File: src/rtl/uart_cmd_parser_pkg.sv
// Shared constants and state encoding for the UART command parser.
// Opcodes, FSM states and the fixed ALU operand register addresses.
package uart_cmd_parser_pkg;

    localparam logic [7:0] CMD_RF_WR   = 8'hAA;
    localparam logic [7:0] CMD_RF_RD   = 8'hBB;
    localparam logic [7:0] CMD_ALU_OP  = 8'hCC;
    localparam logic [7:0] CMD_ALU_NOP = 8'hDD;

    localparam int unsigned OPA_ADDR = 0;
    localparam int unsigned OPB_ADDR = 1;

    typedef enum logic [2:0] {
        ST_IDLE    = 3'd0,
        ST_WR_ADDR = 3'd1,
        ST_WR_DATA = 3'd2,
        ST_RD_ADDR = 3'd3,
        ST_OP_A    = 3'd4,
        ST_OP_B    = 3'd5,
        ST_ALU_FUN = 3'd6
    } state_e;

    // States in which the ALU clock must already be running.
    function automatic logic is_alu_state(input state_e s);
        return (s == ST_OP_A) || (s == ST_OP_B) || (s == ST_ALU_FUN);
    endfunction

endpackage

File: src/rtl/uart_cmd_parser_timeout.sv
// Inter-byte idle counter for the command parser.
// Counts while enabled, flags the last allowed idle cycle.
module cmd_timeout_counter
    import uart_cmd_parser_pkg::*;
#(
    parameter int unsigned LIMIT     = 50000,
    parameter int unsigned CNT_WIDTH = 16
) (
    input  logic clk,
    input  logic rst,
    input  logic en,
    input  logic clr,
    output logic hit
);

    logic [CNT_WIDTH-1:0] cnt_q;
    logic [CNT_WIDTH-1:0] cnt_d;

    always_comb begin
        cnt_d = cnt_q;
        if (clr) begin
            cnt_d = '0;
        end else if (en) begin
            cnt_d = cnt_q + CNT_WIDTH'(1);
        end
    end

    always_ff @(posedge clk or negedge rst) begin
        if (!rst) begin
            cnt_q <= '0;
        end else begin
            cnt_q <= cnt_d;
        end
    end

    assign hit = en && (cnt_q == CNT_WIDTH'(LIMIT - 1));

endmodule

File: src/rtl/uart_cmd_parser.sv
// Byte-stream command parser between the UART receiver and the
// register file / ALU; emits registered one-cycle strobes.
module uart_cmd_parser
    import uart_cmd_parser_pkg::*;
#(
    parameter int unsigned DATA_WIDTH     = 8,
    parameter int unsigned ADDR_WIDTH     = 4,
    parameter int unsigned FUN_WIDTH      = 4,
    parameter int unsigned TIMEOUT_CYCLES = 50000,
    parameter int unsigned CNT_WIDTH      = 16
) (
    input  logic                  clk,
    input  logic                  rst,
    input  logic [DATA_WIDTH-1:0] rx_data,
    input  logic                  rx_valid,
    input  logic                  rx_error,
    output logic                  rf_wr_en,
    output logic                  rf_rd_en,
    output logic [ADDR_WIDTH-1:0] rf_addr,
    output logic [DATA_WIDTH-1:0] rf_wr_data,
    output logic                  alu_en,
    output logic [FUN_WIDTH-1:0]  alu_fun,
    output logic                  alu_clk_en,
    output logic                  busy,
    output logic                  cmd_err
);

    state_e                state_q, state_d;
    logic [ADDR_WIDTH-1:0] wr_addr_q, wr_addr_d;
    logic                  rf_wr_en_q, rf_wr_en_d;
    logic                  rf_rd_en_q, rf_rd_en_d;
    logic [ADDR_WIDTH-1:0] rf_addr_q, rf_addr_d;
    logic [DATA_WIDTH-1:0] rf_wr_data_q, rf_wr_data_d;
    logic                  alu_en_q, alu_en_d;
    logic [FUN_WIDTH-1:0]  alu_fun_q, alu_fun_d;
    logic                  alu_clk_en_q, alu_clk_en_d;
    logic                  cmd_err_q, cmd_err_d;

    logic tmo_en;
    logic tmo_clr;
    logic tmo_hit;

    assign tmo_en  = (state_q != ST_IDLE);
    assign tmo_clr = (state_q == ST_IDLE) || rx_valid || tmo_hit;

    cmd_timeout_counter #(
        .LIMIT     (TIMEOUT_CYCLES),
        .CNT_WIDTH (CNT_WIDTH)
    ) u_timeout (
        .clk (clk),
        .rst (rst),
        .en  (tmo_en),
        .clr (tmo_clr),
        .hit (tmo_hit)
    );

    always_comb begin
        state_d      = state_q;
        wr_addr_d    = wr_addr_q;
        rf_wr_en_d   = 1'b0;
        rf_rd_en_d   = 1'b0;
        rf_addr_d    = rf_addr_q;
        rf_wr_data_d = rf_wr_data_q;
        alu_en_d     = 1'b0;
        alu_fun_d    = alu_fun_q;
        cmd_err_d    = 1'b0;

        if (rx_valid && rx_error) begin
            state_d   = ST_IDLE;
            cmd_err_d = 1'b1;
        end else if (rx_valid) begin
            unique case (state_q)
                ST_IDLE: begin
                    unique case (1'b1)
                        rx_data == DATA_WIDTH'(CMD_RF_WR):   state_d = ST_WR_ADDR;
                        rx_data == DATA_WIDTH'(CMD_RF_RD):   state_d = ST_RD_ADDR;
                        rx_data == DATA_WIDTH'(CMD_ALU_OP):  state_d = ST_OP_A;
                        rx_data == DATA_WIDTH'(CMD_ALU_NOP): state_d = ST_ALU_FUN;
                        default:                             cmd_err_d = 1'b1;
                    endcase
                end
                ST_WR_ADDR: begin
                    wr_addr_d = rx_data[ADDR_WIDTH-1:0];
                    state_d   = ST_WR_DATA;
                end
                ST_WR_DATA: begin
                    rf_wr_en_d   = 1'b1;
                    rf_addr_d    = wr_addr_q;
                    rf_wr_data_d = rx_data;
                    state_d      = ST_IDLE;
                end
                ST_RD_ADDR: begin
                    rf_rd_en_d = 1'b1;
                    rf_addr_d  = rx_data[ADDR_WIDTH-1:0];
                    state_d    = ST_IDLE;
                end
                ST_OP_A: begin
                    rf_wr_en_d   = 1'b1;
                    rf_addr_d    = ADDR_WIDTH'(OPA_ADDR);
                    rf_wr_data_d = rx_data;
                    state_d      = ST_OP_B;
                end
                ST_OP_B: begin
                    rf_wr_en_d   = 1'b1;
                    rf_addr_d    = ADDR_WIDTH'(OPB_ADDR);
                    rf_wr_data_d = rx_data;
                    state_d      = ST_ALU_FUN;
                end
                ST_ALU_FUN: begin
                    alu_en_d  = 1'b1;
                    alu_fun_d = rx_data[FUN_WIDTH-1:0];
                    state_d   = ST_IDLE;
                end
                default: state_d = ST_IDLE;
            endcase
        end else if (tmo_hit) begin
            state_d   = ST_IDLE;
            cmd_err_d = 1'b1;
        end

        // Clock runs while an ALU frame is open, on alu_en and one cycle after.
        alu_clk_en_d = is_alu_state(state_d) || alu_en_d || alu_en_q;
    end

    always_ff @(posedge clk or negedge rst) begin
        if (!rst) begin
            state_q      <= ST_IDLE;
            wr_addr_q    <= '0;
            rf_wr_en_q   <= 1'b0;
            rf_rd_en_q   <= 1'b0;
            rf_addr_q    <= '0;
            rf_wr_data_q <= '0;
            alu_en_q     <= 1'b0;
            alu_fun_q    <= '0;
            alu_clk_en_q <= 1'b0;
            cmd_err_q    <= 1'b0;
        end else begin
            state_q      <= state_d;
            wr_addr_q    <= wr_addr_d;
            rf_wr_en_q   <= rf_wr_en_d;
            rf_rd_en_q   <= rf_rd_en_d;
            rf_addr_q    <= rf_addr_d;
            rf_wr_data_q <= rf_wr_data_d;
            alu_en_q     <= alu_en_d;
            alu_fun_q    <= alu_fun_d;
            alu_clk_en_q <= alu_clk_en_d;
            cmd_err_q    <= cmd_err_d;
        end
    end

    assign rf_wr_en   = rf_wr_en_q;
    assign rf_rd_en   = rf_rd_en_q;
    assign rf_addr    = rf_addr_q;
    assign rf_wr_data = rf_wr_data_q;
    assign alu_en     = alu_en_q;
    assign alu_fun    = alu_fun_q;
    assign alu_clk_en = alu_clk_en_q;
    assign busy       = (state_q != ST_IDLE);
    assign cmd_err    = cmd_err_q;

endmodule

File: config.mk
export PLATFORM = sky130hd
export DESIGN_NAME = uart_cmd_parser
export DESIGN_NICKNAME = d
export VERILOG_FILES = /design/src/rtl/uart_cmd_parser_pkg.sv /design/src/rtl/uart_cmd_parser_timeout.sv /design/src/rtl/uart_cmd_parser.sv
export SDC_FILE = /design/constraint.sdc
export NUM_CORES = 1
export LEC_CHECK = 0
export ABC_AREA = 1
export BUFFER_PORTS_ARGS = -buffer_cell sky130_fd_sc_hd__buf_2
export CELL_PAD_IN_SITES_DETAIL_PLACEMENT = 1
export CELL_PAD_IN_SITES_GLOBAL_PLACEMENT = 2
export CORE_ASPECT_RATIO = 1.4
export CORE_MARGIN = 8
export CORE_UTILIZATION = 35
export CTS_CLUSTER_DIAMETER = 80
export DETAILED_ROUTE_END_ITERATION = 10
export MAX_ROUTING_LAYER = met4
export PLACE_DENSITY = 0.84
export REMOVE_ABC_BUFFERS = 1
export SYNTH_ARGS = -nofsm -noshare
export SYNTH_HDL_FRONTEND = slang
export SYNTH_HIERARCHICAL = 1
export SYNTH_SLANG_ARGS = --single-unit
export TNS_END_PERCENT = 5
File: constraint.sdc
create_clock -name clk -period 4.9 [get_ports clk]
set_input_delay 0.98 -clock clk [delete_from_list [all_inputs] [get_ports clk]]
set_output_delay 0.98 -clock clk [all_outputs]
set_load 0.005 [all_outputs]
==> results.toml <==
[status]
status = "complete, no violations"

[place]
dpl_cell_area_sq_um = 2430
gp_congestion = 0.752
post-dp-hpwl_mm = 4.32
port_buffers = 33

[worst_setup_path]
critPathMaxStageDelay_ps = 500
end_kind = "flip-flop"
slowest_stage = "dfrtp_1"
required_ps = 5090
cp.arrival_ps = 2710
crit_fanout = 8
path_class = "reg -> reg"
crit_chain = "nor2_1 > nand2_1 > nand3_1 > nor4_1 > or2_2 > inv_1 > nand2_1 > nor2_4 > nor2_4 > nand2_4 > inv_2 > o21ai_0 > nor2_1"
cp-start-kind = "flip-flop"
r2r-start = "state_q[0]$_DFF_PN0_"
crit_start = "state_q[0]$_DFF_PN0_"

[clocking]
cts_sinks = 44
h-tree-depth = 2
cts_resized = 0
post_cts_buffers = 0
cts_buffers = 5
clk_path_buf_depth = 2
path_clk_slew_ps = 90
ctsHoldBuffers = 0
clk-insertion-delay-late_ps = 300
cts_tree = "built"
clock-root-buffer = "clkbuf_8"

[worst_hold_path]
min_path_type = "reg -> reg"
min_from = "alu_en$_DFF_PN0_"

[timing]
period_needed_ps = 2510
clock_skew_ps = 8.90
final-hold-violation-count = 0
clock.fmax_mhz = 398
tightest_slew_ps = 1020
finalMaxSlewViolations = 0
setup_violations = 0
rsz0062_at_grt = "no"
hold_slack_ps = 478
fin_setup_tns_ps = 0
timing.final.crit_share_pct = 51.3
maxSlewHeadroom_pct = 32.2

[floorplanning]
dieHeight_microns = 110
die-area_sq_um = 9080
start_util_pct = 35.8
rows = 34
coreArea_sq_um = 6130
ioPinCount = 34
die_w_microns = 82.9

[yosys]
synth-adder-area-share_pct = 0.571
synth_top_cell_area_share_pct = 50.3
synth.area.mux_share_pct = 0
synth_area_sq_um = 2190
synthSimpleGateAreaFrac_pct = 34.2
seq_area_frac_synth_pct = 50.3
synth_top_family_by_area = "simple AND/OR/NAND/NOR gates"
synth-xor-area-share_pct = 0.400
yosys_warnings = 6
syn_area_per_cell_sq_um = 7.80
synth_area_leader_cell = "dfrtp_1"
synthCells = 281
synth-compound-area-share_pct = 8.34
yosys-top-cells-area = "dfrtp_1, nand2_1, nor2_1, inv_1, o21ai_0"
synth_cell_types = 28
synth-seq-cells = 44

[final_layout]
fin_area_sq_um = 2540
diodes = 0
nNetsFinal = 331
layout_common_cells = "nand2_1, dfrtp_1, nor2_1, buf_2, inv_1"
final_core_util_pct = 41.5
area_growth_pct = 16.1
nFillCells = 827
drive_above_1_share_pct = 17.9
final_common_cell = "nand2_1"

[detailed_routing]
drt_wl_total_mm = 5.51
drtIter0Drc = 63
via_per_inst = 4.84
dr.pass1.iters = 4
ant_nets = 0
wl_per_cell_microns = 14.1
drc = 0
num_vias = 1894

[pwr]
vdd_ir_drop_max_v = 0.000178
powerDensity_nw_per_um2 = 283
p_leak_nw = 1.35

[global_route]
antenna_found_initial = 0
grt_remaining_overflow = 0
first_global_vias = 2076
grt_first_pass_wirelength_mm = 9.70
grt_max_degree = 45
grt_usage_pct = 13.3

[run]
cap_violations = 0
==> state kept, by name (all words and copies together), names as in the netlist, 3 cells and up <==
| register | cells |
|---|---|
| rf_addr | 4 |
| wr_addr_q | 4 |
| alu_fun | 4 |
| state_q | 3 |
| u_timeout/cnt_q | 16 |
| rf_wr_data | 8 |
==> path summary, 6_finish.rpt <==
kind,end,slack [ps],cells past startpoint
worst max-delay path,u_timeout/cnt_q[5]$_DFFE_PN0P_,2390,13
worst min-delay path,alu_clk_en$_DFF_PN0_,480,2
worst max register to register,u_timeout/cnt_q[5]$_DFFE_PN0P_,2390,13
worst min register to register,alu_clk_en$_DFF_PN0_,480,2
max in group asynchronous,rf_wr_data[3]$_DFFE_PN0P_,3420,1
min in group asynchronous,u_timeout/cnt_q[12]$_DFFE_PN0P_,850,1
==> synth_stat cells (all sizes together) <==
master,count
o31ai,1
a21oi,11
nand4,4
nand3,16
o21ai,21
o21bai,2
nor2,48
dfrtp,44
nor4,2
buf,3
ha,1
inv,32
or2,1
nor3,3
nor3b,2
xnor2,1
nand2,89
==> report_power, final <==
group	leakage [nW]	internal (mW)	switching [mW]	total (mW)
Sequential	0.604	0.374	0.00583	0.380
Combinational	0.693	0.0185	0.0313	0.0498
Clock	0.0548	0.154	0.136	0.290
==> per-stage QoR <==
stage / power, mW / setup WS, ps / cells
6_report: 0.720 / 2390 / 391
2_1_floorplan: 0.408 / 2660 / 278
5_1_grt: 0.753 / 2100 / 391
3_3_place_gp: 0.438 / 2470 / 383
3_5_place_dp: 0.440 / 2390 / 383
4_1_cts: 0.734 / 2390 / 391
==> metal layers <==
layer  share of wire [%]  up-vias  global-route usage, %
li1                    -      958                      -
met1                  42      908                   13.8
met2                  56       24                   25.1
met3                 1.7        4                   2.08
met4                0.93        0                   4.16
met5                   0        -                      -
==> critical path: cells and delay by family (launching register included) <==
family / cells / cell delay, ps
buffers and inverters: 2 / 150
DFF: 1 / 500
and+or+nand+nor: 10 / 1630
AOI/OAI and AO/OA: 1 / 140
==> kinds of logic after synthesis <==
group / count (synthesis)
XOR/XNOR: 1
AO/OA/AOI/OAI: 35
flip-flops: 44
adder cells (fa/ha/maj): 1
buffers and inverters: 35
AND/OR/NAND/NOR: 165
==> final cells by class <==
| class | count | area, sq um | share of cell area (%) |
|---|---|---|---|
| multi-input combinational | 202 | 952 | 37.4 |
| tap | 72 | 90.1 | 3.54 |
| inverter | 32 | 120 | 4.72 |
| sequential | 44 | 1100 | 43.3 |
| clock inverter | 3 | 46.3 | 1.82 |
| clock buffer | 5 | 68.8 | 2.71 |
| timing repair buffer | 33 | 165 | 6.49 |
Note: power is estimated with default switching activity, not from simulation.
